<file path="config.mk">
export PLATFORM = sky130hd
export DESIGN_NAME = stereo_pixel_packer
export DESIGN_NICKNAME = d
export VERILOG_FILES = /design/src/rtl/stereo_pkg.sv /design/src/rtl/pix_word_packer.sv /design/src/rtl/stereo_pixel_packer.sv
export SDC_FILE = /design/constraint.sdc
export NUM_CORES = 1
export LEC_CHECK = 0
export ABC_AREA = 1
export BUFFER_PORTS_ARGS = -buffer_cell sky130_fd_sc_hd__buf_2
export CORE_ASPECT_RATIO = 1.2
export CORE_MARGIN = 2
export CORE_UTILIZATION = 50
export DETAILED_ROUTE_END_ITERATION = 12
export GPL_TIMING_DRIVEN = 0
export PLACE_DENSITY = 0.81
export SYNTH_ARGS = -nofsm -noshare
export SYNTH_HDL_FRONTEND = slang
export SYNTH_HIERARCHICAL = 1
export SYNTH_SLANG_ARGS = --single-unit
</file>
<file path="constraint.sdc">
create_clock -name clk -period 4.4 [get_ports clk]
set_clock_uncertainty 0.15 [all_clocks]
set_input_delay 0.22 -clock clk [delete_from_list [all_inputs] [get_ports clk]]
set_output_delay 0.22 -clock clk [all_outputs]
set_load 0.05 [all_outputs]
</file>
<file path="src/rtl/stereo_pkg.sv">
// rtl/stereo_pkg.sv - shared pixel/frame constants and packed word type for the stereo path
package stereo_pkg;
    localparam int PIX_W           = 8;
    localparam int FRAME_W         = 640;
    localparam int FRAME_H         = 480;
    localparam int PIX_PER_WORD    = 8;
    localparam int WORDS_PER_FRAME = FRAME_W * FRAME_H / PIX_PER_WORD;
    localparam int WORD_W          = PIX_W * PIX_PER_WORD;

    typedef logic [PIX_W*PIX_PER_WORD-1:0] word_t;
endpackage

</file>
<file path="src/rtl/pix_word_packer.sv">
// rtl/pix_word_packer.sv - packs one camera's pixels into words and buffers them in a tagged FIFO
//
// Ports:
//   clk, reset          rising-edge clock, synchronous active-high reset
//   pix_i/valid_i/sof_i one pixel per cycle, sof_i marks pixel 0 of a frame
//   pop_i               consume the head word (only asserted when not empty)
//   word_o/tag_o        head word and its start-of-frame tag
//   empty_o             FIFO holds no word
//   drop_o              a completed word was discarded because the FIFO was full
//   resync_o            an SOF arrived mid-word and the partial word was discarded
module pix_word_packer
    import stereo_pkg::PIX_W;
#(
    parameter int PIX_PER_WORD = 8,
    parameter int FIFO_DEPTH   = 4
) (
    input  logic                          clk,
    input  logic                          reset,
    input  logic [PIX_W-1:0]              pix_i,
    input  logic                          valid_i,
    input  logic                          sof_i,
    input  logic                          pop_i,
    output logic [PIX_W*PIX_PER_WORD-1:0] word_o,
    output logic                          tag_o,
    output logic                          empty_o,
    output logic                          drop_o,
    output logic                          resync_o
);
    localparam int WORD_W = PIX_W * PIX_PER_WORD;
    localparam int LANE_W = (PIX_PER_WORD > 1) ? $clog2(PIX_PER_WORD) : 1;
    localparam int ADDR_W = (FIFO_DEPTH > 1) ? $clog2(FIFO_DEPTH) : 1;
    localparam logic [LANE_W-1:0] LAST_LANE = LANE_W'(PIX_PER_WORD - 1);

    logic [LANE_W-1:0] lane_q, lane_d, lane_eff;
    logic [WORD_W-1:0] shreg_q, shreg_d;
    logic              tag_q, tag_d;
    logic [WORD_W:0]   mem_q [FIFO_DEPTH];
    logic [ADDR_W:0]   wr_ptr_q, rd_ptr_q;
    logic [WORD_W:0]   fifo_wdata;
    logic              complete, full, push;

    always_comb begin
        // An SOF pixel always restarts the word at lane 0.
        lane_eff = sof_i ? '0 : lane_q;
        resync_o = valid_i && sof_i && (lane_q != '0);
        complete = valid_i && (lane_eff == LAST_LANE);
        shreg_d  = shreg_q;
        lane_d   = lane_q;
        tag_d    = tag_q;
        if (valid_i) begin
            // Shift in at the top so that after a full group the first pixel sits in the low byte;
            // stale bits of a discarded partial word are shifted out before the word completes.
            shreg_d = {pix_i, shreg_q[WORD_W-1:PIX_W]};
            lane_d  = complete ? '0 : lane_eff + LANE_W'(1);
            if (lane_eff == '0) begin
                tag_d = sof_i;
            end
        end
        fifo_wdata = {(lane_eff == '0) ? sof_i : tag_q, shreg_d};
    end

    // Pointers carry one extra wrap bit to tell full from empty.
    assign empty_o = (wr_ptr_q == rd_ptr_q);
    assign full    = (wr_ptr_q[ADDR_W] != rd_ptr_q[ADDR_W])
                  && (wr_ptr_q[ADDR_W-1:0] == rd_ptr_q[ADDR_W-1:0]);
    // A simultaneous pop frees the slot being written, so a full FIFO still accepts.
    assign push    = complete && (!full || pop_i);
    assign drop_o  = complete && full && !pop_i;
    assign word_o  = mem_q[rd_ptr_q[ADDR_W-1:0]][WORD_W-1:0];
    assign tag_o   = mem_q[rd_ptr_q[ADDR_W-1:0]][WORD_W];

    always_ff @(posedge clk) begin
        if (reset) begin
            lane_q   <= '0;
            shreg_q  <= '0;
            tag_q    <= 1'b0;
            wr_ptr_q <= '0;
            rd_ptr_q <= '0;
        end else begin
            lane_q  <= lane_d;
            shreg_q <= shreg_d;
            tag_q   <= tag_d;
            if (push) begin
                wr_ptr_q <= wr_ptr_q + 1'b1;
            end
            if (pop_i) begin
                rd_ptr_q <= rd_ptr_q + 1'b1;
            end
        end
    end

    always_ff @(posedge clk) begin
        if (push) begin
            mem_q[wr_ptr_q[ADDR_W-1:0]] <= fifo_wdata;
        end
    end
endmodule

</file>
<file path="src/rtl/stereo_pixel_packer.sv">
// rtl/stereo_pixel_packer.sv - pairs packed left/right camera words for the stereo SAD accumulator
//
// Ports:
//   clk, reset                 rising-edge clock, synchronous active-high reset
//   l_pix/l_valid/l_sof        left camera pixel stream
//   r_pix/r_valid/r_sof        right camera pixel stream
//   left_word/right_word       registered packed word pair, held between strobes
//   word_valid                 one-cycle strobe for a valid pair
//   word_idx                   pair index within the frame
//   frame_done                 strobes with the last pair of a frame
//   overflow                   sticky: a word was dropped on a full FIFO
//   misalign                   sticky: mid-word SOF or SOF tag mismatch between cameras
module stereo_pixel_packer
    import stereo_pkg::PIX_W;
#(
    parameter int PIX_PER_WORD    = stereo_pkg::PIX_PER_WORD,
    parameter int FIFO_DEPTH      = 4,
    parameter int WORDS_PER_FRAME = stereo_pkg::WORDS_PER_FRAME
) (
    input  logic                          clk,
    input  logic                          reset,
    input  logic [PIX_W-1:0]              l_pix,
    input  logic                          l_valid,
    input  logic                          l_sof,
    input  logic [PIX_W-1:0]              r_pix,
    input  logic                          r_valid,
    input  logic                          r_sof,
    output logic [PIX_W*PIX_PER_WORD-1:0] left_word,
    output logic [PIX_W*PIX_PER_WORD-1:0] right_word,
    output logic                          word_valid,
    output logic [15:0]                   word_idx,
    output logic                          frame_done,
    output logic                          overflow,
    output logic                          misalign
);
    localparam int WORD_W = PIX_W * PIX_PER_WORD;
    localparam logic [15:0] LAST_IDX = 16'(WORDS_PER_FRAME - 1);

    logic [WORD_W-1:0] l_fifo_word, r_fifo_word;
    logic              l_tag, r_tag, l_empty, r_empty;
    logic              l_drop, r_drop, l_resync, r_resync;
    logic              pop;
    logic [15:0]       idx_next;

    logic [WORD_W-1:0] left_word_q, right_word_q;
    logic              word_valid_q, frame_done_q, overflow_q, misalign_q;
    logic [15:0]       word_idx_q;

    pix_word_packer #(
        .PIX_PER_WORD (PIX_PER_WORD),
        .FIFO_DEPTH   (FIFO_DEPTH)
    ) u_left (
        .clk      (clk),
        .reset    (reset),
        .pix_i    (l_pix),
        .valid_i  (l_valid),
        .sof_i    (l_sof),
        .pop_i    (pop),
        .word_o   (l_fifo_word),
        .tag_o    (l_tag),
        .empty_o  (l_empty),
        .drop_o   (l_drop),
        .resync_o (l_resync)
    );

    pix_word_packer #(
        .PIX_PER_WORD (PIX_PER_WORD),
        .FIFO_DEPTH   (FIFO_DEPTH)
    ) u_right (
        .clk      (clk),
        .reset    (reset),
        .pix_i    (r_pix),
        .valid_i  (r_valid),
        .sof_i    (r_sof),
        .pop_i    (pop),
        .word_o   (r_fifo_word),
        .tag_o    (r_tag),
        .empty_o  (r_empty),
        .drop_o   (r_drop),
        .resync_o (r_resync)
    );

    // Downstream never stalls, so both heads are consumed as soon as both exist.
    assign pop = !l_empty && !r_empty;

    always_comb begin
        idx_next = '0;
        if (!l_tag && (word_idx_q != LAST_IDX)) begin
            idx_next = word_idx_q + 16'd1;
        end
    end

    always_ff @(posedge clk) begin
        if (reset) begin
            left_word_q  <= '0;
            right_word_q <= '0;
            word_valid_q <= 1'b0;
            word_idx_q   <= '0;
            frame_done_q <= 1'b0;
            overflow_q   <= 1'b0;
            misalign_q   <= 1'b0;
        end else begin
            word_valid_q <= 1'b0;
            frame_done_q <= 1'b0;
            if (pop && (l_tag == r_tag)) begin
                left_word_q  <= l_fifo_word;
                right_word_q <= r_fifo_word;
                word_valid_q <= 1'b1;
                word_idx_q   <= idx_next;
                frame_done_q <= (idx_next == LAST_IDX);
            end
            overflow_q <= overflow_q | l_drop | r_drop;
            misalign_q <= misalign_q | l_resync | r_resync | (pop && (l_tag != r_tag));
        end
    end

    assign left_word  = left_word_q;
    assign right_word = right_word_q;
    assign word_valid = word_valid_q;
    assign word_idx   = word_idx_q;
    assign frame_done = frame_done_q;
    assign overflow   = overflow_q;
    assign misalign   = misalign_q;
endmodule

</file>
# After elaboration in Yosys (flattened, before gate mapping)
# Memory sizes are Yosys's and may differ from the RTL's. A register that Yosys moved wholly into a read port is not among the register bits.
# Index checks and enable logic that the tools add are counted.
dict set report classes {
  add_sub_neg 7
  n_eq_ne 12
  mux 18
  n_bitwise 6
  reduce_logical 31
}
# operator n
set op_table {}
lappend op_table {{64-bit 2-to-1 mux} 2}
lappend op_table {{3-bit by 1-bit adder with 3-bit output, second input constant} 6}
lappend op_table {{1-bit logical AND} 18}
lappend op_table {{16-bit by 1-bit adder with 16-bit output, second input constant} 1}
lappend op_table {{16-bit equality test, second input constant} 1}
lappend op_table {{16-bit 2-to-1 mux} 1}
lappend op_table {{16-bit inequality test, second input constant} 1}
lappend op_table {{3-bit 2-to-1 mux} 4}
lappend op_table {{2-bit 2-to-1 mux} 4}
lappend op_table {{1-bit 2-to-1 mux} 7}
lappend op_table {{3-bit equality test} 2}
lappend op_table {{3-bit equality test, second input constant} 2}
lappend op_table {{1-bit zero test} 6}
lappend op_table {{3-bit zero test} 2}
lappend op_table {{3-bit nonzero test} 2}
lappend op_table {{1-bit OR} 5}
lappend op_table {{2-bit equality test} 2}
lappend op_table {{1-bit inequality test} 3}
lappend op_table {{1-bit logical OR} 2}
lappend op_table {{2-bit OR reduction} 1}
lappend op_table {{1-bit equality test} 1}
lappend op_table {{1-bit NOT} 1}
dict set report word_totals {
  register_bits 296
  ramBits 520
  input_bits 22
  output_inout_bits 148
  memories 2
}
# memory words width read_ports rd_ports_with_merged_regs write_ports line
set mem_list {}
lappend mem_list {u_left.mem_q 4 65 1 1 1 pix_word_packer.sv:37} ;# logic [WORD_W:0] mem_q [FIFO_DEPTH];
lappend mem_list {u_right.mem_q 4 65 1 1 1 pix_word_packer.sv:37}

# Longest topological paths before layout
dict set report logic_depth {
  ltp_word 7
  depth_mapped 13
  mapped_depth_nobuf 11
}

# Cells and area by module
# The synthesis kept the hierarchy.
# module instances cells_per_inst area_per_inst_um2 seq_area_each_um2
set by_module_without_submodules {}
lappend by_module_without_submodules {{pix_word_packer (u_right)} 1 1074 13062.5 9328.9}
lappend by_module_without_submodules {{pix_word_packer (u_left)} 1 1074 13060.0 9328.9}
lappend by_module_without_submodules {stereo_pixel_packer 1 729 5516.5 2962.8}

# Worst setup path after synthesis
# OpenSTA, ideal clock, no wires.
dict set report synth_path {
  kind {reg-to-reg}
  from {register u_left.wr_ptr_q[2]}
  to {memory u_left/mem_q[0][0] (netlist name), enable pin}
  arrival_ps 4030
  required_time_ps 3762
  slack_ps -269
  path_stages_with_launch 10
  period_less_slack_ps 4669
  cell_sequence {dfxtp_1 > inv_1 > nand2_1 > nand2_1 > nor3b_1 > nor2_1 > nor2_1 > nand2_1 > nand2_1 > nor2_1}
}
dict set report synth_between {
  elab_chain_len 7
  elab_cells_between_ends 10
  cone_classes {eq/ne: 2; mux: 2; reduce/logical: 6}
}
# item line
set synth_rtl {}
lappend synth_rtl {{start, declared} pix_word_packer.sv:38} ;# logic [ADDR_W:0] wr_ptr_q, rd_ptr_q;
lappend synth_rtl {{start signal, assigned} pix_word_packer.sv:84} ;# wr_ptr_q <= wr_ptr_q + 1'b1;
lappend synth_rtl {{3-bit equality test} pix_word_packer.sv:63} ;# assign empty_o = (wr_ptr_q == rd_ptr_q);
lappend synth_rtl {{named net l_empty} stereo_pixel_packer.sv:40} ;# logic l_tag, r_tag, l_empty, r_empty;
lappend synth_rtl {{1-bit zero test} stereo_pixel_packer.sv:84} ;# assign pop = !l_empty && !r_empty;
lappend synth_rtl {{1-bit logical AND} stereo_pixel_packer.sv:84}
lappend synth_rtl {{named net pop} stereo_pixel_packer.sv:42} ;# logic pop;
lappend synth_rtl {{1-bit logical OR} pix_word_packer.sv:67} ;# assign push = complete && (!full || pop_i);
lappend synth_rtl {{1-bit logical AND} pix_word_packer.sv:67}
lappend synth_rtl {{1-bit 2-to-1 mux} pix_word_packer.sv:93} ;# if (push) begin
lappend synth_rtl {{1-bit 2-to-1 mux (implied by the code)} pix_word_packer.sv:94} ;# mem_q[wr_ptr_q[ADDR_W-1:0]] <= fifo_wdata;
lappend synth_rtl {{end, declared} pix_word_packer.sv:37}
# The timed path passes the listed nets, and every way through them passes these cells.

==> qor.txt <==
Crit path max fanout = 10
Switching share of total power = 0.200
Drt first pass iters = 6
ANT nets after route = 0
Die area = 65300 sq um
Outcome = finished clean
Synth Area in Adders = 0.00672
P_leak = 13.6 nW
Gr usage total = 0.240
I/O Buffers = 169
Fill count = 4802
Initial antenna violation count = 0
Row count = 101
Compound-Gate Fraction of Synth Area = 0.105
1st-iter DRT viols = 2018
Worst hold path cell count = 4
Final hold viol count = 0
Combinational family with the most area after synthesis = simple AND/OR/NAND/NOR gates
Post-synth top area cell = edfxtp_1
Sink Count = 820
Post-DP HPWL = 52200 um
Fmax = 256 MHz
Endpoints failing setup = 0
RSZ-0062 raised after global routing = no
Synthesized area = 31600 sq um
Core area = 62900 sq um
Die span in x = 234 um
Die height = 280 um
Post-synth EDFFs = 520
Data required time of the critical path = 4820 ps
Logic gate share of total power = 0.015
Worst-skew pair later-pin latency = 630 ps
Cell variety after synth = 34
Resize count post-CTS = 0
Setup bufs post-CTS = 0
P&R area growth vs syn = 16.8%
Vias in the first global route = 21994
Clk buf depth = 3
Average wire per standard cell = 19.6 um
Power Dens Cells = 420 nW/um^2
Setup crit start kind = flip-flop
PnR worst setup slack = 498 ps
Mapped Cells = 2877
Peak VDD IR = 0.399 mV
Routed WL = 79500 um
Sequential-to-total area share from yosys stat = 0.683
Fraction of layout cells with a size suffix above 1 = 0.162
Avg Inst Size Synth = 11.0 sq um
Critical Path AT = 4320 ps
Top_reg_cell synth = edfxtp_1
Post-Synth XOR/XNOR Area = 0.00138
Pint = 12.4 mW
Slew headroom = 0.479
Total congestion overflow = 0
Final Total Pwr = 15.5 mW
Largest net degree at the start of global routing = 30
Critical Path End Type = flip-flop
H-Tree Depth = 3
Number of antenna repair diodes = 0
Routability Congestion = 0.876
IO Pins = 170
Pre-CTS setup slack = 483 ps
Mux contribution to synthesized area = 0
Final non-filler cell total = 4059
Clock-pin slew on the worst setup and hold paths = 60 ps
Starting Density = 0.503
Top-area cell type share of the netlist area = 0.494
First-pass GRT wire length = 120000 um
Worst Reg-to-Reg Cells = 11
Setup Crit Path Kind = reg -> reg
CTS Buf Count = 79
Worst slew pin tran = 779 ps
Syn_nets = 2916
DP Area = 33900 sq um
Synth Area in Simple Gates = 0.163
Setup TNS = 0 ps
Vias/cell = 5.57
FF+latch count, synth = 820
Switch Pwr = 3.11 mW
CTS tree = yes
Vias after detailed routing = 22625
Clk pwr share = 0.460
Final nets = 3207
Async SR Flop Fraction = 0
DP Cell Count = 3886
Hold crit path type = in -> reg
DRC = 0
Synth warnings = 6
Seq pwr share = 0.524
Min Tclk post-route = 3900 ps
Max cap viols = 0
CTS root buf = clkbuf_16
Synth top area cells = edfxtp_1 (49%), dfxtp_1 (19%), nand2_1 (8.7%)
Period utilization = 0.887
Slew Viols, Final = 0
Design Area, Final = 37000 sq um
==> repair_timing <==
item / 4_1_cts / 5_1_grt
endpoints found under the setup margin: 0 / 0
hold endpoints to repair: 105 / 0
hold buffers: 25 / 0
==> path summary, 6_finish.rpt <==
kind                                startpoint            endpoint  slack, ps
worst max-delay path                 flip-flop      right_word[60]        500
worst min-delay path                  l_pix[2]  u_left/shreg_q[58]        310
worst max register to register       flip-flop      right_word[60]        500
worst min register to register  right_word[26]      right_word[26]        310
==> Yosys cell counts, types with 2 or more instances <==
master      n
nor2_4     42
nor3_1      3
nand2_1   736
ha_1       17
buf_4      12
buf_1       5
o21ai_0   208
xor2_1      4
o21ai_1    63
inv_4       2
nand3_1   151
o22ai_1    97
inv_1      57
o21ai_2    10
nor2_1    279
nand4_1     5
o22ai_2    40
edfxtp_1  520
a311oi_1    2
nor2_2      3
clkbuf_1   75
buf_12      6
dfxtp_1   300
nand2_2     3
nor3b_1     2
inv_2       8
buf_2      49
buf_6      24
a21oi_1   149
==> layout make-up <==
type,instances,area [sq um],area share
sequential,820,21600,0.585
clock buffer,108,2290,0.0621
timing repair buffer,210,1420,0.0383
inverter,68,260,0.00704
buffer,171,1030,0.0278
clock inverter,40,513,0.0139
multi-input combinational,1818,8790,0.238
tap,824,1030,0.0279
==> worst max-delay path, stage by stage (launching register included) <==
cell	delay, ps
dfxtp_1	580
buf_6	250
clkbuf_1	460
nor2_1	140
o22ai_2	350
xnor2_1	200
nand2_2	230
nor2_4	530
buf_6	330
buf_4	230
nand2_1	250
nand2_1	120
==> cells by family after synthesis <==
family,Yosys count
xor+xnor,5
fa+ha+maj,17
flops,820
simple gates,1226
compound gates,570
buf+inv,239
==> state kept, by name (all words and copies together), names as in the netlist, named ones only <==
name	cells
overflow	1
u_left/shreg_q	64
u_right/lane_q	3
word_valid	1
word_idx	16
misalign	1
frame_done	1
u_right/shreg_q	64
u_right/rd_ptr_q	3
u_left/tag_q	1
u_right/wr_ptr_q	3
u_left/wr_ptr_q	3
u_right/mem_q	260
u_left/mem_q	260
u_right/tag_q	1
u_left/rd_ptr_q	3
right_word	64
left_word	64
u_left/lane_q	3
==> per-stage QoR <==
stage               hold slack (ps)  utilization
finish                          307        0.587
detailed placement              306        0.539
CTS                             281        0.587
global placement                303        0.533
floorplan                       139            -
global route                    311        0.587
==> metal layers <==
layer	part of all wire	GRT usage	wire (um)
met5	0	0	0
met4	0.049	0.120	3920
met3	0.077	0.0422	6150
met2	0.50	0.416	39900
met1	0.37	0.288	29600
==> power groups by stage <==
stage	Clock, mW	Combinational (mW)	Sequential (mW)
4_1_cts	7.23	0.234	8.14
6_report	7.15	0.241	8.15
5_1_grt	7.55	0.259	8.14
3_5_place_dp	0	0.213	8.31
3_3_place_gp	0	0.207	8.31
2_1_floorplan	0	0.131	8.31
==> placed cells by master (no fill, tap or decap), drive strengths merged, types with 2 or more instances in the layout <==
cell type	count
a21oi	149
a311oi	2
buf	281
bufinv	9
clkbuf	183
clkinv	24
clkinvlp	7
dfxtp	300
dlygate4sd3	25
edfxtp	520
ha	17
inv	68
nand2	739
nand3	151
nand4	5
nor2	324
nor3	4
nor3b	2
o21ai	281
o22ai	137
xor2	4
(Power assumes the default switching activity.)
